## src/rtl/ex_wb_pipe_regs_pkg.sv

```systemverilog
// Shared widths, stage record and load-use FSM encoding for the EX/MEM and MEM/WB registers.
`default_nettype none

package pipe_pkg;

   localparam int REG_AW = 4;
   localparam int DATA_W = 16;

   localparam logic [REG_AW-1:0] REG_ZERO = '0;

   typedef enum logic [0:0] {
      ST_RUN    = 1'b0,
      ST_BUBBLE = 1'b1
   } lu_state_t;

   typedef struct packed {
      logic              valid;
      logic [REG_AW-1:0] rd;
      logic              we;
      logic              is_load;
      logic [DATA_W-1:0] data;
   } stage_t;

   localparam stage_t STAGE_EMPTY = '0;

endpackage

`default_nettype wire

```

## src/rtl/ex_wb_pipe_regs_if.sv

```systemverilog
// Pipeline-side bundle of the EX/MEM and MEM/WB registers: ID/EX capture inputs, forward and write-back outputs.
`default_nettype none

interface ex_wb_pipe_regs_if
   import pipe_pkg::*;
#(
   parameter int CNT_W = 16
);
   logic              hold;
   logic              flush;
   logic              idex_valid;
   logic [REG_AW-1:0] idex_rd;
   logic              idex_we;
   logic              idex_is_load;
   logic [DATA_W-1:0] ex_result;
   logic [REG_AW-1:0] id_rs;
   logic [REG_AW-1:0] id_rt;
   logic [DATA_W-1:0] mem_rdata;

   logic [REG_AW-1:0] exmem_rd;
   logic              exmem_we;
   logic [DATA_W-1:0] fwd_exmem_data;
   logic [REG_AW-1:0] memwb_rd;
   logic              memwb_we;
   logic [DATA_W-1:0] fwd_memwb_data;
   logic              wb_we;
   logic [REG_AW-1:0] wb_rd;
   logic [DATA_W-1:0] wb_data;
   logic              load_use_stall;
   logic [CNT_W-1:0]  stall_cnt;

   modport master (
      output hold, flush, idex_valid, idex_rd, idex_we, idex_is_load, ex_result,
             id_rs, id_rt, mem_rdata,
      input  exmem_rd, exmem_we, fwd_exmem_data, memwb_rd, memwb_we, fwd_memwb_data,
             wb_we, wb_rd, wb_data, load_use_stall, stall_cnt
   );

   modport slave (
      input  hold, flush, idex_valid, idex_rd, idex_we, idex_is_load, ex_result,
             id_rs, id_rt, mem_rdata,
      output exmem_rd, exmem_we, fwd_exmem_data, memwb_rd, memwb_we, fwd_memwb_data,
             wb_we, wb_rd, wb_data, load_use_stall, stall_cnt
   );

endinterface

`default_nettype wire

```

## src/rtl/ex_wb_pipe_regs_stage_reg.sv

```systemverilog
// Generic pipeline stage register; flush outranks hold, reset is asynchronous active-low.
`default_nettype none

module pipe_stage_reg
   import pipe_pkg::*;
(
   input  wire    clk,
   input  wire    rst,
   input  wire    hold,
   input  wire    flush,
   input  stage_t d,
   output stage_t q
);

   always_ff @(posedge clk or negedge rst) begin
      if (!rst) begin
         q <= STAGE_EMPTY;
      end else if (flush) begin
         q <= STAGE_EMPTY;
      end else if (!hold) begin
         q <= d;
      end
   end

endmodule

`default_nettype wire

```

## src/rtl/ex_wb_pipe_regs.sv

```systemverilog
// EX/MEM and MEM/WB pipeline registers with register-file write-back and load-use stall control.
`default_nettype none

module ex_wb_pipe_regs
   import pipe_pkg::*;
#(
   parameter int CNT_W = 16
)(
   input wire               clk,
   input wire               rst,
   ex_wb_pipe_regs_if.slave bus
);

   stage_t          exmem_d;
   stage_t          exmem_q;
   stage_t          memwb_d;
   stage_t          memwb_q;
   logic            cap_we;
   logic            hit;
   logic            stall;
   lu_state_t       state_q;
   lu_state_t       state_d;
   logic [CNT_W-1:0] cnt_q;
   logic            memwb_is_load_unused;

   // Writes to r0 are dropped here so the forwarding unit never matches on r0.
   assign cap_we = bus.idex_valid & bus.idex_we & (bus.idex_rd != REG_ZERO);

   always_comb begin
      exmem_d         = STAGE_EMPTY;
      exmem_d.valid   = bus.idex_valid;
      exmem_d.rd      = bus.idex_rd;
      exmem_d.we      = cap_we;
      exmem_d.is_load = bus.idex_is_load;
      exmem_d.data    = bus.ex_result;

      memwb_d         = STAGE_EMPTY;
      memwb_d.valid   = exmem_q.valid;
      memwb_d.rd      = exmem_q.rd;
      memwb_d.we      = exmem_q.we;
      memwb_d.is_load = exmem_q.is_load;
      memwb_d.data    = exmem_q.is_load ? bus.mem_rdata : exmem_q.data;
   end

   pipe_stage_reg u_exmem (
      .clk   (clk),
      .rst   (rst),
      .hold  (bus.hold),
      .flush (bus.flush),
      .d     (exmem_d),
      .q     (exmem_q)
   );

   pipe_stage_reg u_memwb (
      .clk   (clk),
      .rst   (rst),
      .hold  (bus.hold),
      .flush (1'b0),
      .d     (memwb_d),
      .q     (memwb_q)
   );

   assign memwb_is_load_unused = memwb_q.is_load;

   assign hit = bus.idex_valid & bus.idex_is_load & cap_we &
                ((bus.idex_rd == bus.id_rs) | (bus.idex_rd == bus.id_rt));

   always_ff @(posedge clk or negedge rst) begin
      if (!rst) begin
         state_q <= ST_RUN;
      end else begin
         state_q <= state_d;
      end
   end

   // BUBBLE suppresses a second stall while the same load is still visible in ID/EX.
   always_comb begin
      state_d = state_q;
      stall   = 1'b0;
      case (state_q)
         ST_RUN: begin
            stall = hit & ~bus.hold;
            if (stall) begin
               state_d = ST_BUBBLE;
            end
         end
         ST_BUBBLE: begin
            if (!bus.hold) begin
               state_d = ST_RUN;
            end
         end
         default: state_d = ST_RUN;
      endcase
   end

   always_ff @(posedge clk or negedge rst) begin
      if (!rst) begin
         cnt_q <= '0;
      end else if (stall && (cnt_q != {CNT_W{1'b1}})) begin
         cnt_q <= cnt_q + CNT_W'(1);
      end
   end

   assign bus.exmem_rd       = exmem_q.rd;
   assign bus.exmem_we       = exmem_q.we;
   assign bus.fwd_exmem_data = exmem_q.data;
   assign bus.memwb_rd       = memwb_q.rd;
   assign bus.memwb_we       = memwb_q.we;
   assign bus.fwd_memwb_data = memwb_q.data;
   assign bus.wb_we          = memwb_q.valid & memwb_q.we & ~bus.hold;
   assign bus.wb_rd          = memwb_q.rd;
   assign bus.wb_data        = memwb_q.data;
   assign bus.load_use_stall = stall;
   assign bus.stall_cnt      = cnt_q;

endmodule

`default_nettype wire

```

## src/flat_wrapper.sv

```systemverilog
// flat-port wrapper written by rule: the top's interface ports become plain ports
module ex_wb_pipe_regs_flat import pipe_pkg::*;
#(
   parameter int CNT_W = 16
)
  (clk, rst, bus_hold, bus_flush, bus_idex_valid, bus_idex_rd, bus_idex_we, bus_idex_is_load, bus_ex_result, bus_id_rs, bus_id_rt, bus_mem_rdata, bus_exmem_rd, bus_exmem_we, bus_fwd_exmem_data, bus_memwb_rd, bus_memwb_we, bus_fwd_memwb_data, bus_wb_we, bus_wb_rd, bus_wb_data, bus_load_use_stall, bus_stall_cnt);
  ex_wb_pipe_regs_if #(.CNT_W(CNT_W)) bus_i ();
  input wire clk;
  input wire rst;
  input wire logic [$bits(bus_i.hold)-1:0] bus_hold;
  input wire logic [$bits(bus_i.flush)-1:0] bus_flush;
  input wire logic [$bits(bus_i.idex_valid)-1:0] bus_idex_valid;
  input wire logic [$bits(bus_i.idex_rd)-1:0] bus_idex_rd;
  input wire logic [$bits(bus_i.idex_we)-1:0] bus_idex_we;
  input wire logic [$bits(bus_i.idex_is_load)-1:0] bus_idex_is_load;
  input wire logic [$bits(bus_i.ex_result)-1:0] bus_ex_result;
  input wire logic [$bits(bus_i.id_rs)-1:0] bus_id_rs;
  input wire logic [$bits(bus_i.id_rt)-1:0] bus_id_rt;
  input wire logic [$bits(bus_i.mem_rdata)-1:0] bus_mem_rdata;
  output wire logic [$bits(bus_i.exmem_rd)-1:0] bus_exmem_rd;
  output wire logic [$bits(bus_i.exmem_we)-1:0] bus_exmem_we;
  output wire logic [$bits(bus_i.fwd_exmem_data)-1:0] bus_fwd_exmem_data;
  output wire logic [$bits(bus_i.memwb_rd)-1:0] bus_memwb_rd;
  output wire logic [$bits(bus_i.memwb_we)-1:0] bus_memwb_we;
  output wire logic [$bits(bus_i.fwd_memwb_data)-1:0] bus_fwd_memwb_data;
  output wire logic [$bits(bus_i.wb_we)-1:0] bus_wb_we;
  output wire logic [$bits(bus_i.wb_rd)-1:0] bus_wb_rd;
  output wire logic [$bits(bus_i.wb_data)-1:0] bus_wb_data;
  output wire logic [$bits(bus_i.load_use_stall)-1:0] bus_load_use_stall;
  output wire logic [$bits(bus_i.stall_cnt)-1:0] bus_stall_cnt;
  assign bus_i.hold = bus_hold;
  assign bus_i.flush = bus_flush;
  assign bus_i.idex_valid = bus_idex_valid;
  assign bus_i.idex_rd = bus_idex_rd;
  assign bus_i.idex_we = bus_idex_we;
  assign bus_i.idex_is_load = bus_idex_is_load;
  assign bus_i.ex_result = bus_ex_result;
  assign bus_i.id_rs = bus_id_rs;
  assign bus_i.id_rt = bus_id_rt;
  assign bus_i.mem_rdata = bus_mem_rdata;
  assign bus_exmem_rd = bus_i.exmem_rd;
  assign bus_exmem_we = bus_i.exmem_we;
  assign bus_fwd_exmem_data = bus_i.fwd_exmem_data;
  assign bus_memwb_rd = bus_i.memwb_rd;
  assign bus_memwb_we = bus_i.memwb_we;
  assign bus_fwd_memwb_data = bus_i.fwd_memwb_data;
  assign bus_wb_we = bus_i.wb_we;
  assign bus_wb_rd = bus_i.wb_rd;
  assign bus_wb_data = bus_i.wb_data;
  assign bus_load_use_stall = bus_i.load_use_stall;
  assign bus_stall_cnt = bus_i.stall_cnt;
  ex_wb_pipe_regs #(.CNT_W(CNT_W)) u_core (.clk(clk), .rst(rst), .bus(bus_i));
endmodule
```

## config.mk

```make
export PLATFORM = sky130hd
export DESIGN_NAME = ex_wb_pipe_regs_flat
export DESIGN_NICKNAME = d
export VERILOG_FILES = /design/src/rtl/ex_wb_pipe_regs_pkg.sv /design/src/rtl/ex_wb_pipe_regs_if.sv /design/src/rtl/ex_wb_pipe_regs_stage_reg.sv /design/src/rtl/ex_wb_pipe_regs.sv /design/src/flat_wrapper.sv
export SDC_FILE = /design/constraint.sdc
export NUM_CORES = 1
export LEC_CHECK = 0
export CAP_MARGIN = 20
export CORE_ASPECT_RATIO = 2
export CORE_MARGIN = 5
export CORE_UTILIZATION = 31
export DETAILED_ROUTE_END_ITERATION = 7
export PLACE_DENSITY = 0.73
export SETUP_SLACK_MARGIN = 0.05
export SKIP_LAST_GASP = 1
export SYNTH_ARGS = -nofsm -noshare
export SYNTH_HDL_FRONTEND = slang
export SYNTH_HIERARCHICAL = 1
export SYNTH_SLANG_ARGS = --single-unit
```

## constraint.sdc

```tcl
create_clock -name clk -period 5.2 [get_ports clk]
set_input_delay 1.04 -clock clk [delete_from_list [all_inputs] [get_ports clk]]
set_output_delay 1.04 -clock clk [all_outputs]
set_load 0.05 [all_outputs]
```

## Word-level counts from Yosys, hierarchy flattened

Index checks and enable logic that the tools add are counted.

| word-level totals | value |
|---|---|
| bits in registers | 62 |
| bits of input ports | 51 |
| word-level logic and storage cells | 36 |
| output and inout port bits | 80 |

| cells by class | value |
|---|---|
| bitwise gates (word level) | 11 |
| reductions and logical operators | 2 |
| mux-type cells | 7 |
| equal/unequal tests | 4 |
| add/sub/neg operators | 1 |

Operators by type and width:

| cell | number |
|---|---|
| two-way mux 23 bit | 2 |
| adder 16 x 1 -> 16 bit, second input constant | 1 |
| two-way mux 16 bit | 1 |
| inequality test 16 bit, second input constant | 1 |
| bitwise AND 1 bit | 8 |
| equality test 4 bit | 2 |
| nonzero test 4 bit | 1 |
| two-way mux 1 bit | 3 |
| inequality test 2 x 1 -> 1 bit, second input constant | 1 |
| inverter 1 bit | 2 |
| one-hot mux 1 bit (2 select lines) | 1 |
| logical AND 1 bit | 1 |
| bitwise OR 1 bit | 1 |

## Longest topological paths before layout

| logic depth | value |
|---|---|
| depth after elaboration | 7 |
| depth in mapped cells | 7 |
| mapped depth without buffers | 6 |

## Hierarchy

The synthesis kept the hierarchy.

By module, submodules not included:

| module | times used | seq. area each (µm²) | cells each | area an instance (µm²) |
|---|---|---|---|---|
| pipe_stage_reg | 2 | 575.6 | 74 | 950.9 |
| ex_wb_pipe_regs | 1 | 425.4 | 132 | 1326.3 |

## Worst setup path after synthesis

OpenSTA, ideal clock, no wires.

| timing path | value |
|---|---|
| path kind | input to output |
| start | in bus_idex_rd[1] |
| end | out bus_load_use_stall |
| setup slack | 1.998 ns |
| required time | 4.160 ns |
| cell stages on the path | 5 |
| arrival time | 2.162 ns |
| buffers on the path | 1 |
| cells stage by stage | xor2_1 nor4_2 o211ai_2 buf_6 inv_1 |

| on the way | value |
|---|---|
| longest elaborated chain between the ends | 6 |
| elaborated cells between the ends (all ways) | 9 |
| those cells by class | eq/ne (2); mux (1); bitwise (5); reduce/logical (1) |

Ends and longest elaborated chain:

| what | RTL line | text |
|---|---|---|
| from (decl) | flat_wrapper.sv:13 | `input wire logic [$bits(bus_i.idex_rd)-1:0] bus_idex_rd;` |
| nonzero test 4 bit | ex_wb_pipe_regs.sv:27 | `assign cap_we = bus.idex_valid & bus.idex_we & (bus.idex_rd != REG_ZERO);` |
| bitwise AND 1 bit | ex_wb_pipe_regs.sv:27 |  |
| bitwise AND 1 bit | ex_wb_pipe_regs.sv:65 | `assign hit = bus.idex_valid & bus.idex_is_load & cap_we &` |
| bitwise AND 1 bit (*) | ex_wb_pipe_regs.sv:65 |  |
| bitwise AND 1 bit (*) | ex_wb_pipe_regs.sv:82 | `stall = hit & ~bus.hold;` |
| two-way mux 1 bit (*) | ex_wb_pipe_regs.sv:80 | `case (state_q)` |
| to (decl) | flat_wrapper.sv:29 | `output wire logic [$bits(bus_i.load_use_stall)-1:0] bus_load_use_stall;` |

Mark *: on every way between the ends. The rest lies on a longest branch, timed or not.

## Final worst setup path

Same ends and word-level chain as after synthesis.

==> flow_summary.json <==
{
  "seq_area_um2": 1551,
  "first_pass_iters": 5,
  "wirelength_um": 8602,
  "place.gp.congestion": 0.7509,
  "hp-start": "u_core/bus.stall_cnt[7]$_DFFE_PN0P_",
  "wl_per_cell_um": 16.26,
  "clk_latency_ns": 0.32,
  "antenna_found_initial": 0,
  "r2r-end": "u_core/bus.stall_cnt[1]$_DFFE_PN0P_",
  "fin_tns_setup_ns": 0,
  "htree_levels": 3,
  "cp_top_family": "buffers and inverters",
  "initial_core_util_pct": 31.63,
  "fmax_ghz": 0.2417,
  "clock_sinks": 62,
  "leakage_nw": 2.136,
  "grt_first_pass_wirelength_um": 13480,
  "cp.required_ns": 4.16,
  "antenna_left": 0,
  "relSlewSlack_pct": 35.49,
  "portBuffers": 130,
  "grt_overflow": 0,
  "cts_tree": "yes",
  "syn_area_um2": 3189,
  "drc": 0,
  "setup_viol": 0,
  "num-nets-final": 443,
  "die_y_um": 153.4,
  "cts_max_path_buffers": 2,
  "core-area_um2": 10080,
  "cp-start-kind": "input pin",
  "multi_input_area_um2": 1350,
  "p_sw_w": 0.0003845,
  "areaGrowthSynthToFinish_pct": 45.86,
  "drive_above_1_share_pct": 11.68,
  "path_class": "in2out",
  "path_buf_inv": 3,
  "pwr-share-seq_pct": 39.8,
  "worstSetupStartpoint": "bus_idex_rd[1]",
  "yosysWarnings": 6,
  "crit_path_frequent_cell": "clkdlybuf4s50_1",
  "n_antenna_cell": 0,
  "cts-buffers-inserted": 9,
  "synth_cells": 277,
  "ir_drop_mv": 0.1748,
  "postCtsResizedCells": 0,
  "slew_violations": 0,
  "post-route-min-period_ns": 4.137,
  "cts_hold_buf": 0,
  "rows": 52,
  "p_clk_share_pct": 38.9,
  "p_int_w": 0.0009503,
  "cts_root_buf": "clkbuf_16",
  "r2r_setup_slack_ns": 2.84,
  "worstMarginPinSlew_ns": 0.9647,
  "r2r_cells": 6,
  "worstPathArrival_ns": 3.10,
  "r2r-start": "u_core/bus.stall_cnt[0]$_DFFE_PN0P_",
  "num_io_pins": 131,
  "viasPerCell": 4.605,
  "hold_viol_final": 0,
  "n_fill_cell": 962,
  "path_clk_slew_ns": 0.05,
  "gr-usage-all-layers_pct": 14.24,
  "fin_cells": 529,
  "maxCapViolCount": 0,
  "grt_pass1_vias": 2655,
  "cts_setup_buffers": 0,
  "die_area_um2": 12540,
  "end_kind": "primary output",
  "hp-class": "reg2reg",
  "die_x_um": 81.72,
  "p_per_area_nw_per_um2": 286.9,
  "crit_path_end": "bus_load_use_stall",
  "drt-initial-drc-count": 66,
  "grt_max_degree": 63,
  "post-route-period-util_pct": 79.56,
  "p_sw_share_pct": 28.81,
  "dp_cells": 515,
  "path_cells": "clkdlybuf4s50_1 > xor2_1 > nor4_2 > o211ai_2 > inv_1 > clkdlybuf4s50_1",
  "cpMaxStageDelayCell": "clkdlybuf4s50_1",
  "hpwl_um": 6559,
  "p_comb_share_pct": 21.3,
  "vias": 2436,
  "avgSynthCellArea_um2": 11.51,
  "crit_cells": 6,
  "clock_skew_ns": 0.005312,
  "crit_path_max_incr_delay_ns": 0.80,
  "rsz0062_at_grt": "no",
  "status": "completed",
  "crit_path_max_fanout": 4
}
power groups by stage:
| stage | Sequential (W) | Combinational (W) | Clock (W) |
|---|---|---|---|
| 2_1_floorplan | 0.000608 | 0.000109 | 0 |
| 3_3_place_gp | 0.000538 | 0.000283 | 0 |
| 3_5_place_dp | 0.000539 | 0.000286 | 0 |
| 4_1_cts | 0.000531 | 0.000287 | 0.000533 |
| 5_1_grt | 0.000535 | 0.000301 | 0.000560 |
| 6_report | 0.000531 | 0.000285 | 0.000519 |
worst register-to-register path: stages, from the launching register on:
cell	delay, ns
dfrtp_1	0.41
ha_1	0.21
and4_1	0.29
nand4_1	0.13
nor2_1	0.72
nor2_1	0.17
mux2_2	0.31
sequential cells by signal, indices dropped and copies added, names as in the netlist:
| name | count |
|---|---|
| u_core/u_exmem/q | 23 |
| u_core/u_memwb/q | 22 |
| u_core/state_q | 1 |
| u_core/bus.stall_cnt | 16 |
final cells by class:
cell class | instances | area share, %
Clock inverter | 2 | 0.2152
Sequential cell | 62 | 33.35
Multi-Input combinational cell | 182 | 29.02
Inverter | 3 | 0.2421
Timing Repair Buffer | 133 | 28.24
Clock buffer | 12 | 5.299
Tap cell | 135 | 3.631
worst min path at each step:
stage / end / slack (ns) / cells past startpoint
2_1_floorplan: u_core/state_q$_DFF_PN0_ / 0.45 / 2
3_3_place_gp: u_core/bus.stall_cnt[7]$_DFFE_PN0P_ / 0.48 / 1
3_5_place_dp: u_core/state_q$_DFF_PN0_ / 0.49 / 2
4_1_cts: u_core/state_q$_DFF_PN0_ / 0.50 / 2
5_1_grt: u_core/bus.stall_cnt[7]$_DFFE_PN0P_ / 0.52 / 1
6_report: u_core/bus.stall_cnt[7]$_DFFE_PN0P_ / 0.51 / 1
through the flow:
step	worst slack [ns]	utilization [%]	hold WS, ns	cell area, um^2	total power [W]
3_3_place_gp	1.072	43.59	0.4849	4395	0.0008211
2_1_floorplan	1.998	-	0.4489	3204	0.0007164
6_report	1.063	46.13	0.5081	4652	0.001335
4_1_cts	1.055	46.13	0.5040	4652	0.001352
5_1_grt	1.024	46.13	0.5224	4652	0.001396
3_5_place_dp	1.065	43.59	0.4898	4395	0.0008253
cells in the final DEF (no fill, tap or decap), drive strengths merged, types with 5 or more instances in the layout:
| master | instances |
|---|---|
| xor2 | 20 |
| nor4 | 7 |
| conb | 5 |
| clkdlybuf4s50 | 128 |
| dfrtp | 62 |
| clkbuf | 12 |
| nand2 | 10 |
| nand3 | 5 |
| nor2 | 49 |
| nor3 | 9 |
| mux2i | 45 |
| buf | 5 |
| mux2 | 18 |
per-layer routing:
metal	vias up	routed length [um]	track usage (%)
met4	0	195	6.498
met2	77	5143	27.17
met3	10	394	3.298
li1	1137	-	-
met5	-	0	0
met1	1212	2868	13.53
Power figures use the tool's default switching activity.
